### src/rtl/imac_pkg.sv
// Shared types and default constants for the IMAC host driver.
package imac_pkg;

  localparam int unsigned WBUF_DEPTH_DFLT = 16;
  localparam int unsigned DRAIN_CYC_DFLT  = 2;
  localparam int unsigned LOAD_CYC        = 2;

  typedef enum logic [2:0] {
    StIdle,
    StFill,
    StLoad,
    StStream,
    StDrain,
    StReadHi,
    StReadLo,
    StResp
  } state_e;

endpackage

### src/rtl/imac_wbuf.sv
// Weight byte buffer: sequential writes from index 0, indexed combinational read.
module imac_wbuf
  import imac_pkg::*;
#(
  parameter int unsigned  WBUF_DEPTH = WBUF_DEPTH_DFLT,
  localparam int unsigned AW         = (WBUF_DEPTH > 1) ? $clog2(WBUF_DEPTH) : 1
) (
  input  logic          clk,
  input  logic          rst,
  input  logic          clr,
  input  logic          we,
  input  logic [7:0]    wdata,
  input  logic [AW-1:0] ridx,
  output logic [7:0]    rdata,
  output logic [AW:0]   count
);

  logic [7:0]  mem_q [WBUF_DEPTH];
  logic [AW:0] count_q;

  always_ff @(posedge clk or posedge rst) begin
    if (rst) begin
      count_q <= '0;
    end else if (clr) begin
      count_q <= '0;
    end else if (we) begin
      count_q <= count_q + 1'b1;
    end
  end

  // Storage needs no reset; only the write pointer defines valid contents.
  always_ff @(posedge clk) begin
    if (we && !clr) begin
      mem_q[count_q[AW-1:0]] <= wdata;
    end
  end

  assign rdata = mem_q[ridx];
  assign count = count_q;

endmodule

### src/rtl/imac_host_driver.sv
// Host-side sequencer for the IMAC: buffers weights, loads, streams, and reads back the result.
// Optional IMAC_DRV_OE_CHECK_EN flags unexpected MAC output-enable patterns on rsp_err.
module imac_host_driver
  import imac_pkg::*;
#(
  parameter int unsigned  WBUF_DEPTH = WBUF_DEPTH_DFLT,
  parameter int unsigned  DRAIN_CYC  = DRAIN_CYC_DFLT,
  localparam int unsigned AW         = (WBUF_DEPTH > 1) ? $clog2(WBUF_DEPTH) : 1
) (
  input  logic        clk,
  input  logic        rst,
  input  logic        cmd_valid,
  output logic        cmd_ready,
  input  logic        cmd_mode,
  input  logic [6:0]  cmd_act,
  input  logic [3:0]  cmd_len,
  input  logic [31:0] cmd_bias,
  input  logic        w_valid,
  output logic        w_ready,
  input  logic [7:0]  w_data,
  output logic        rsp_valid,
  input  logic        rsp_ready,
  output logic [31:0] rsp_result,
  output logic        rsp_err,
  output logic        busy,
  output logic        mac_rst_n,
  output logic [7:0]  mac_ui_in,
  output logic [7:0]  mac_uio_in,
  input  logic [7:0]  mac_uo_out,
  input  logic [7:0]  mac_uio_out,
  input  logic [7:0]  mac_uio_oe
);

  localparam int unsigned CntW = 8;

  state_e      state_q, state_d;
  logic [CntW-1:0] cnt_q, cnt_d;
  logic        mode_q, mode_d;
  logic [6:0]  act_q, act_d;
  logic [AW:0] len_q, len_d;
  logic [31:0] bias_q, bias_d;
  logic [31:0] res_q, res_d;
  logic        err_q, err_d;
  logic        mac_rst_n_q, mac_rst_n_d;

  logic        wb_clr, wb_we;
  logic [7:0]  wb_rdata;
  logic [AW:0] wb_count;
  logic [4:0]  len_eff;
  logic        oe_bad;

`ifdef IMAC_DRV_OE_CHECK_EN
  assign oe_bad = mode_q ? (mac_uio_oe != 8'h00) : (mac_uio_oe != 8'hFF);
`else
  logic unused_oe;
  assign unused_oe = ^mac_uio_oe;
  assign oe_bad    = 1'b0;
`endif

  imac_wbuf #(
    .WBUF_DEPTH(WBUF_DEPTH)
  ) u_wbuf (
    .clk  (clk),
    .rst  (rst),
    .clr  (wb_clr),
    .we   (wb_we),
    .wdata(w_data),
    .ridx (cnt_q[AW-1:0]),
    .rdata(wb_rdata),
    .count(wb_count)
  );

  // Zero length means one weight; never exceed the buffer.
  always_comb begin
    len_eff = (cmd_len == 4'd0) ? 5'd1 : {1'b0, cmd_len};
    if (len_eff > 5'(WBUF_DEPTH)) len_eff = 5'(WBUF_DEPTH);
  end

  always_comb begin
    state_d     = state_q;
    cnt_d       = cnt_q;
    mode_d      = mode_q;
    act_d       = act_q;
    len_d       = len_q;
    bias_d      = bias_q;
    res_d       = res_q;
    err_d       = err_q;
    cmd_ready   = 1'b0;
    w_ready     = 1'b0;
    rsp_valid   = 1'b0;
    wb_clr      = 1'b0;
    wb_we       = 1'b0;
    mac_ui_in   = 8'h00;
    mac_uio_in  = 8'h00;
    unique case (state_q)
      StIdle: begin
        cmd_ready = 1'b1;
        if (cmd_valid) begin
          mode_d  = cmd_mode;
          act_d   = cmd_act;
          len_d   = len_eff[AW:0];
          bias_d  = cmd_bias;
          err_d   = 1'b0;
          wb_clr  = 1'b1;
          state_d = StFill;
        end
      end
      StFill: begin
        w_ready = (wb_count < len_q);
        wb_we   = w_valid && w_ready;
        if (wb_count == len_q) begin
          cnt_d   = '0;
          state_d = StLoad;
        end
      end
      StLoad: begin
        mac_ui_in = {mode_q, act_q};
        if (cnt_q == CntW'(LOAD_CYC - 1)) begin
          cnt_d   = '0;
          state_d = StStream;
        end else begin
          cnt_d = cnt_q + 1'b1;
        end
      end
      StStream: begin
        mac_ui_in  = wb_rdata;
        mac_uio_in = bias_q[{cnt_q[1:0], 3'b000} +: 8];
        if (cnt_q == CntW'(len_q - 1'b1)) begin
          cnt_d   = '0;
          state_d = (DRAIN_CYC == 0) ? StReadHi : StDrain;
        end else begin
          cnt_d = cnt_q + 1'b1;
        end
      end
      StDrain: begin
        if (cnt_q == CntW'(DRAIN_CYC - 1)) begin
          state_d = StReadHi;
        end else begin
          cnt_d = cnt_q + 1'b1;
        end
      end
      StReadHi: begin
        res_d[31:16] = {mac_uo_out, mac_uio_out};
        if (oe_bad) err_d = 1'b1;
        state_d = StReadLo;
      end
      StReadLo: begin
        res_d[15:0] = {mac_uo_out, mac_uio_out};
        if (oe_bad) err_d = 1'b1;
        state_d = StResp;
      end
      StResp: begin
        rsp_valid = 1'b1;
        if (rsp_ready) state_d = StIdle;
      end
      default: state_d = StIdle;
    endcase
    // MAC is held in reset only while loading mode/activation.
    mac_rst_n_d = (state_d != StLoad);
  end

  always_ff @(posedge clk or posedge rst) begin
    if (rst) begin
      state_q     <= StIdle;
      cnt_q       <= '0;
      mode_q      <= 1'b0;
      act_q       <= '0;
      len_q       <= '0;
      bias_q      <= '0;
      res_q       <= '0;
      err_q       <= 1'b0;
      mac_rst_n_q <= 1'b0;
    end else begin
      state_q     <= state_d;
      cnt_q       <= cnt_d;
      mode_q      <= mode_d;
      act_q       <= act_d;
      len_q       <= len_d;
      bias_q      <= bias_d;
      res_q       <= res_d;
      err_q       <= err_d;
      mac_rst_n_q <= mac_rst_n_d;
    end
  end

  assign busy       = (state_q != StIdle);
  assign rsp_result = res_q;
  assign rsp_err    = err_q;
  assign mac_rst_n  = mac_rst_n_q;

endmodule

### config.mk
export PLATFORM = sky130hd
export DESIGN_NAME = imac_host_driver
export DESIGN_NICKNAME = d
export VERILOG_FILES = /design/src/rtl/imac_pkg.sv /design/src/rtl/imac_wbuf.sv /design/src/rtl/imac_host_driver.sv
export SDC_FILE = /design/constraint.sdc
export NUM_CORES = 1
export LEC_CHECK = 0
export CAP_MARGIN = 20
export CORE_MARGIN = 5
export CORE_UTILIZATION = 59
export CTS_BUF_LIST = sky130_fd_sc_hd__clkbuf_16
export CTS_CLUSTER_SIZE = 25
export DETAILED_ROUTE_END_ITERATION = 7
export GPL_TIMING_DRIVEN = 0
export MAX_ROUTING_LAYER = met4
export PLACE_DENSITY = 0.86
export SLEW_MARGIN = 15
export SYNTH_ARGS = -nofsm -noshare
export SYNTH_HDL_FRONTEND = slang
export SYNTH_SLANG_ARGS = --single-unit
### constraint.sdc
create_clock -name clk -period 5.1 [get_ports clk]
set_clock_uncertainty 0.1 [all_clocks]
set_input_delay 0.51 -clock clk [delete_from_list [all_inputs] [get_ports clk]]
set_output_delay 0.51 -clock clk [all_outputs]
set_load 0.005 [all_outputs]
# == Yosys cells after proc, flatten, opt, wreduce, memory -nomap -nowiden ==
# Memories as Yosys holds them, arrays and structs flattened.
# Cells that the tools add are included.
# totals
out_inout_bits,54
reg_bits,94
n_memories,1
wordCells,66
in_bits,81
mem_bits_rw,128
# op_classes
n_shift,1
n_reduce_logical,10
magnitude_cmp,2
mux,26
add_sub_neg,3
eq_ne,13
# mem_list
memory,words,width,rd,rd_ports_with_merged_regs,write_ports,line,source
u_wbuf.mem_q,16,8,1,0,1,imac_wbuf.sv:18,logic [7:0] mem_q [WBUF_DEPTH];
# ops
cell,count
8-bit two-way mux,5
8-bit case mux with 4 select lines,1
32-bit by 6-bit variable part select with 8-bit output,1
3-bit case mux with 8 select lines,1
3-bit two-way mux,6
8-bit case mux with 2 select lines,1
5-bit two-way mux,3
3-bit equality test (second input constant),4
8-bit by 1-bit adder with 8-bit output (second input constant),1
8-bit by 1-bit equality test with 1-bit output (second input constant),1
8-bit equality test,1
1-bit two-way mux,8
3-bit by 2-bit equality test with 1-bit output (second input constant),2
5-bit by 1-bit subtractor with 6-bit output (second input constant),1
5-bit by 1-bit adder with 5-bit output (second input constant),1
5-bit equality test,1
4-bit by 5-bit greater-than comparator with 1-bit output (second input constant),1
5-bit less-than comparator,1
4-bit zero test,1
4-bit two-way mux,1
2-bit != test (second input constant),2
4-bit nonzero test,1
3-bit by 1-bit equality test with 1-bit output (second input constant),1
3-bit zero test,1
other kinds (7),8

# == Logic depth before layout (Yosys ltp) ==
# logic_depth
ltp_word,6
mapped_depth,12
depth_no_buf,8

# == Cells and area by module ==
# Synthesis repeated with hierarchy kept, for this count alone.
# unflattened
cells_unflattened,584
hier_area_um2,9507.9
# by_module_without_submodules
mod,seq_area_each_um2,cells_per_inst,area_per_inst_um2,n_inst
imac_wbuf,3968.8,254,5282.6,1
imac_host_driver,2202.1,330,4225.3,1

# == Least setup slack after synthesis ==
# No wires, ideal clock.
# synth_path
path_kind,reg2reg
startpoint,register len_q[3]
endpoint,"memory u_wbuf.mem_q[3][0], enable pin"
path_slack_ps,2334
setup_ps,383
path_stages_with_launch,8
period_less_slack_ps,2766
arrival_ps,2282
t_required_ps,4617
path_buffers,0
path_cell_list,dfrtp_1 inv_1 ha_1 nand2_1 nand4_1 a311oi_2 nand2_1 nor3_1
# synth_via
elab_chain_cells,6
# synth_lines
item,line,source
start: declaration,imac_host_driver.sv:40,"logic [AW:0] len_q, len_d;"
start signal: assignment,imac_host_driver.sv:178,len_q <= len_d;
5-bit less-than comparator,imac_host_driver.sv:109,w_ready = (wb_count < len_q);
1-bit logical AND,imac_host_driver.sv:110,wb_we = w_valid && w_ready;
1-bit two-way mux,imac_host_driver.sv:95,unique case (state_q)
1-bit logical AND,imac_wbuf.sv:33,if (we && !clr) begin
1-bit two-way mux,imac_wbuf.sv:33,
1-bit two-way mux (not written as such),imac_wbuf.sv:34,mem_q[count_q[AW-1:0]] <= wdata;
end: declaration,imac_wbuf.sv:18,
# Every way passes these cells.

# == Final worst setup path ==
# layout_path
startpoint,register cnt_q[0]
endpoint,output port mac_ui_in[7]
# layout_via
elab_chain_cells,2
# layout_lines
item,line,source
start: declaration,imac_host_driver.sv:37,"logic [CntW-1:0] cnt_q, cnt_d;"
start signal: assignment,imac_host_driver.sv:175,cnt_q <= cnt_d;
memory read 16 x 8 bit,-,
8-bit case mux with 2 select lines,imac_host_driver.sv:95,
end: declaration,imac_host_driver.sv:27,"output logic [7:0] mac_ui_in,"
# Every way passes these cells.

==> impl_metrics.prom <==
# TYPE chip_impl_metric gauge
chip_impl_info{name="run_status",value="finished clean"} 1
chip_impl_metric{name="max_stage_delay",unit="ns"} 0.59
chip_impl_metric{name="cts-hold-fix-buffers",unit=""} 0
chip_impl_metric{name="timing.final.max_slew_violations",unit=""} 0
chip_impl_metric{name="worstPathArrival",unit="ns"} 3.41
chip_impl_metric{name="post_synth_arst_share",unit="%"} 42.08
chip_impl_metric{name="finish.net_count",unit=""} 882
chip_impl_metric{name="cts_resized",unit=""} 0
chip_impl_info{name="worst_setup_path_start_kind",value="flop"} 1
chip_impl_metric{name="switchingPower",unit="mW"} 2.005
chip_impl_metric{name="synth.mux.area_fraction",unit="%"} 16.58
chip_impl_metric{name="p_leak",unit="nW"} 4.531
chip_impl_metric{name="floorplan_die_area",unit="um2"} 18490
chip_impl_metric{name="grt_pass1_vias",unit=""} 6277
chip_impl_metric{name="ys_seq_elements",unit=""} 221
chip_impl_metric{name="cellInternalPower",unit="mW"} 4.506
chip_impl_metric{name="power",unit="mW"} 6.511
chip_impl_metric{name="design.portCount",unit=""} 135
chip_impl_metric{name="grt_max_degree",unit=""} 59
chip_impl_metric{name="vias",unit=""} 5999
chip_impl_metric{name="finalWorstPathRequiredPeriod",unit="ns"} 4.020
chip_impl_metric{name="critPathRequiredTime",unit="ns"} 4.49
chip_impl_metric{name="p_comb_share",unit="%"} 36.0
chip_impl_metric{name="max-vdd-ir-drop",unit="uV"} 331.5
chip_impl_metric{name="global_route_wire_length_before_repair",unit="mm"} 35.06
chip_impl_metric{name="postSynthAreaPerCell",unit="um2"} 14.66
chip_impl_metric{name="distinct_cell_type_count_after_synthesis",unit=""} 51
chip_impl_metric{name="final_min_period_over_clock_period",unit="%"} 78.82
chip_impl_metric{name="synth_simple_gate_area_share",unit="%"} 10.29
chip_impl_metric{name="total_cts_buffers",unit=""} 23
chip_impl_metric{name="multi_input_area",unit="um2"} 3012
chip_impl_metric{name="cp_max_fo",unit=""} 10
chip_impl_metric{name="fillerInstances",unit=""} 923
chip_impl_metric{name="detail_route.vias_per_cell",unit=""} 5.864
chip_impl_metric{name="start_util",unit="%"} 59.60
chip_impl_metric{name="place.detailed.hpwl",unit="mm"} 15.18
chip_impl_info{name="most-common-layout-cells",value="sky130_fd_sc_hd__nand2_1, sky130_fd_sc_hd__edfxtp_1, sky130_fd_sc_hd__clkdlybuf4s50_1, sky130_fd_sc_hd__dfrtp_1, sky130_fd_sc_hd__mux4_2"} 1
chip_impl_metric{name="number_of_synthesized_flops_with_an_enable_pin",unit=""} 128
chip_impl_metric{name="finalWeightedCongestion",unit=""} 0.8741
chip_impl_metric{name="grt.total_usage",unit="%"} 25.45
chip_impl_metric{name="timing_worst_slew_pin_value",unit="ns"} 0.9528
chip_impl_metric{name="placement.io_buffers",unit=""} 125
chip_impl_metric{name="routed_wirelength",unit="mm"} 22.61
chip_impl_info{name="crit_path_end_kind",value="output port"} 1
chip_impl_metric{name="syn-num-nets",unit=""} 731
chip_impl_metric{name="placedInstanceArea",unit="um2"} 10940
chip_impl_metric{name="post_cts_setup_repair_bufs",unit=""} 0
chip_impl_metric{name="power_density",unit="nW/um2"} 556.2
chip_impl_metric{name="clkTransAtPathRegs",unit="ns"} 0.06
chip_impl_info{name="list_of_cells_traversed_by_the_critical_path",value="buf_2 > buf_2 > mux4_2 > mux4_2 > mux2i_1 > nor2_1 > clkdlybuf4s50_1"} 1
chip_impl_metric{name="insertion_delay",unit="ns"} 0.51
chip_impl_metric{name="pwr-share-clk",unit="%"} 26.1
chip_impl_metric{name="fp.coreArea",unit="um2"} 15710
chip_impl_metric{name="slew_headroom",unit="%"} 36.25
chip_impl_metric{name="seq_power_share",unit="%"} 37.9
chip_impl_metric{name="seqCellArea",unit="um2"} 6171
chip_impl_metric{name="tns",unit="ns"} 0
chip_impl_metric{name="drt_iter0_drc",unit=""} 590
chip_impl_info{name="combinational_family_with_the_most_area_after_synthesis",value="multiplexers"} 1
chip_impl_metric{name="htreeDepth",unit=""} 1
chip_impl_metric{name="overall_die_width",unit="um"} 136.0
chip_impl_info{name="rsz_0062_raised_after_global_routing",value="no"} 1
chip_impl_metric{name="final_layout_size_suffix_gt1_share",unit="%"} 17.22
chip_impl_metric{name="placementRows",unit=""} 46
chip_impl_metric{name="post_synthesis_share_of_cell_area_spent_on_full_adders_half_adders_and_majority_gates",unit="%"} 1.470
chip_impl_metric{name="finalSetupViolations",unit=""} 0
chip_impl_metric{name="antenna-diode-count",unit=""} 0
chip_impl_metric{name="power.share.switching",unit="%"} 30.79
chip_impl_metric{name="count_of_tritonroute_iterations_in_the_first_routing_pass",unit=""} 5
chip_impl_metric{name="maxClockFrequency",unit="MHz"} 248.8
chip_impl_metric{name="synth_xor_xnor_area_share",unit="%"} 0.8150
chip_impl_metric{name="synth.yosys.warnings",unit=""} 0
chip_impl_metric{name="dieHeight",unit="um"} 136.0
chip_impl_metric{name="cap_violations",unit=""} 0
chip_impl_metric{name="antenna_found_initial",unit=""} 0
chip_impl_metric{name="finalHoldWorstSlack",unit="ns"} 0.2852
chip_impl_metric{name="area_growth",unit="%"} 25.00
chip_impl_metric{name="hold_viol_final",unit=""} 0
chip_impl_metric{name="post-route-cell-area",unit="um2"} 11710
chip_impl_metric{name="synthesis.area",unit="um2"} 9365
chip_impl_info{name="hold_path.class",value="input pin to asynchronous set/reset pin"} 1
chip_impl_metric{name="finish.utilization",unit="%"} 74.50
chip_impl_metric{name="antenna_violating_nets_post_route",unit=""} 0
chip_impl_metric{name="wire_per_inst",unit="um"} 22.10
chip_impl_metric{name="synth-compound-area-share",unit="%"} 2.752
chip_impl_info{name="cts.root.buffer_cell",value="sky130_fd_sc_hd__clkbuf_16"} 1
chip_impl_metric{name="count_of_unresolved_drc_violations_after_routing",unit=""} 0
chip_impl_info{name="worst_path_max_delay_cell",value="sky130_fd_sc_hd__mux4_2"} 1
chip_impl_metric{name="tritoncts_num_sinks",unit=""} 221
chip_impl_metric{name="postSynthCellCount",unit=""} 639
chip_impl_metric{name="clock_tree.buffer_depth",unit=""} 3
chip_impl_info{name="layout.cells.most_common",value="sky130_fd_sc_hd__nand2_1"} 1
chip_impl_info{name="synth_flop_cell",value="sky130_fd_sc_hd__edfxtp_1"} 1
chip_impl_metric{name="synth-seq-area-share",unit="%"} 65.89
chip_impl_info{name="cts_tree",value="built"} 1
chip_impl_info{name="timing_worst_setup_path_type",value="flop to output port"} 1
chip_impl_metric{name="grt-ovfl-total",unit=""} 0
stage by stage:
step,worst slack [ns],cells
3_3_place_gp,0.8859,980
3_5_place_dp,1.598,981
5_1_grt,0.9022,1023
6_report,1.080,1023
2_1_floorplan,2.070,639
4_1_cts,1.053,1023
critical path, delay by kind of cell, from the launching register on:
kind,cells,cell delay (ns)
mux,3,1.26
buf+inv,3,1.19
flops,1,0.39
simple gates,1,0.08
synth_stat cells, drive strengths merged, types with 3 or more instances:
master | instances | area share [%]
nand2 | 144 | 5.8
edfxtp | 128 | 41
dfrtp | 93 | 25
mux4 | 48 | 12
nor2 | 36 | 1.5
mux2 | 33 | 4.0
clkbuf | 22 | 0.88
inv | 14 | 0.56
nor3 | 14 | 0.75
buf | 13 | 0.72
ha | 11 | 1.5
o21ai | 11 | 0.59
and3 | 10 | 0.67
mux2i | 10 | 1.1
nand2b | 5 | 0.33
xnor2 | 4 | 0.37
nand3 | 3 | 0.16
o21bai | 3 | 0.24
kinds of logic (layout without fill, tap and decap cells):
logic type | count (synthesis) | after routing
AO/OA/AOI/OAI | 33 | 33
XOR/XNOR | 7 | 7
adder cells (fa/ha/maj) | 11 | 11
buffers and inverters | 49 | 217
flip-flops | 221 | 221
multiplexers | 91 | 91
other | 1 | 1
AND/OR/NAND/NOR | 226 | 226
registers in the layout, summed over array words and instances (netlist names):
register and flops:
mode_q 1, act_q 7, u_wbuf.mem_q 128, cnt_q 8, bias_q 32, rsp_result 32, state_q 3, u_wbuf.count 5
len_q 4, mac_rst_n 1
routing by layer:
layer  up-vias  part of all wire, %  GRT usage [%]
li1       2627                    -              -
met1      3042                   37          32.07
met2       290                   52          42.81
met3        40                  8.4          4.885
met4         0                  2.6          7.223
met5         -                    0              -
final timing paths:
check / startpoint / to / slack [ns] / cells after the start
setup / recovery: cnt_q[0]$_DFFE_PP0P_ / mac_ui_in[7] / 1.08 / 7
hold / removal: rst / rsp_result[30]$_DFFE_PP0P_ / 0.29 / 2
setup reg to reg: len_q[3]$_DFFE_PP0P_ / u_wbuf.mem_q[15][4]$_DFFE_PP_ / 1.85 / 7
hold reg to reg: bias_q[22]$_DFFE_PP0P_ / bias_q[22]$_DFFE_PP0P_ / 0.38 / 2
max in group asynchronous: rst / bias_q[4]$_DFFE_PP0P_ / 4.00 / 3
min in group clk: bias_q[22]$_DFFE_PP0P_ / bias_q[22]$_DFFE_PP0P_ / 0.38 / 2
area by class of cell:
class	instances	share of cell area [%]
Sequential cell	221	52.71
Clock inverter	19	1.657
Inverter	14	0.4703
Multi-Input combinational cell	369	25.73
Tap cell	216	2.309
Buffer	35	1.283
Clock buffer	23	4.917
Timing Repair Buffer	126	10.92
power groups by stage:
stage	combinational [mW]	clock (mW)	sequential (mW)
global placement	2.22	0	2.45
detailed placement	2.32	0	2.49
floorplan	1.40	0	2.44
finish	2.35	1.70	2.47
global route	2.53	1.79	2.50
CTS	2.36	1.72	2.46
(Power assumes the default switching activity.)
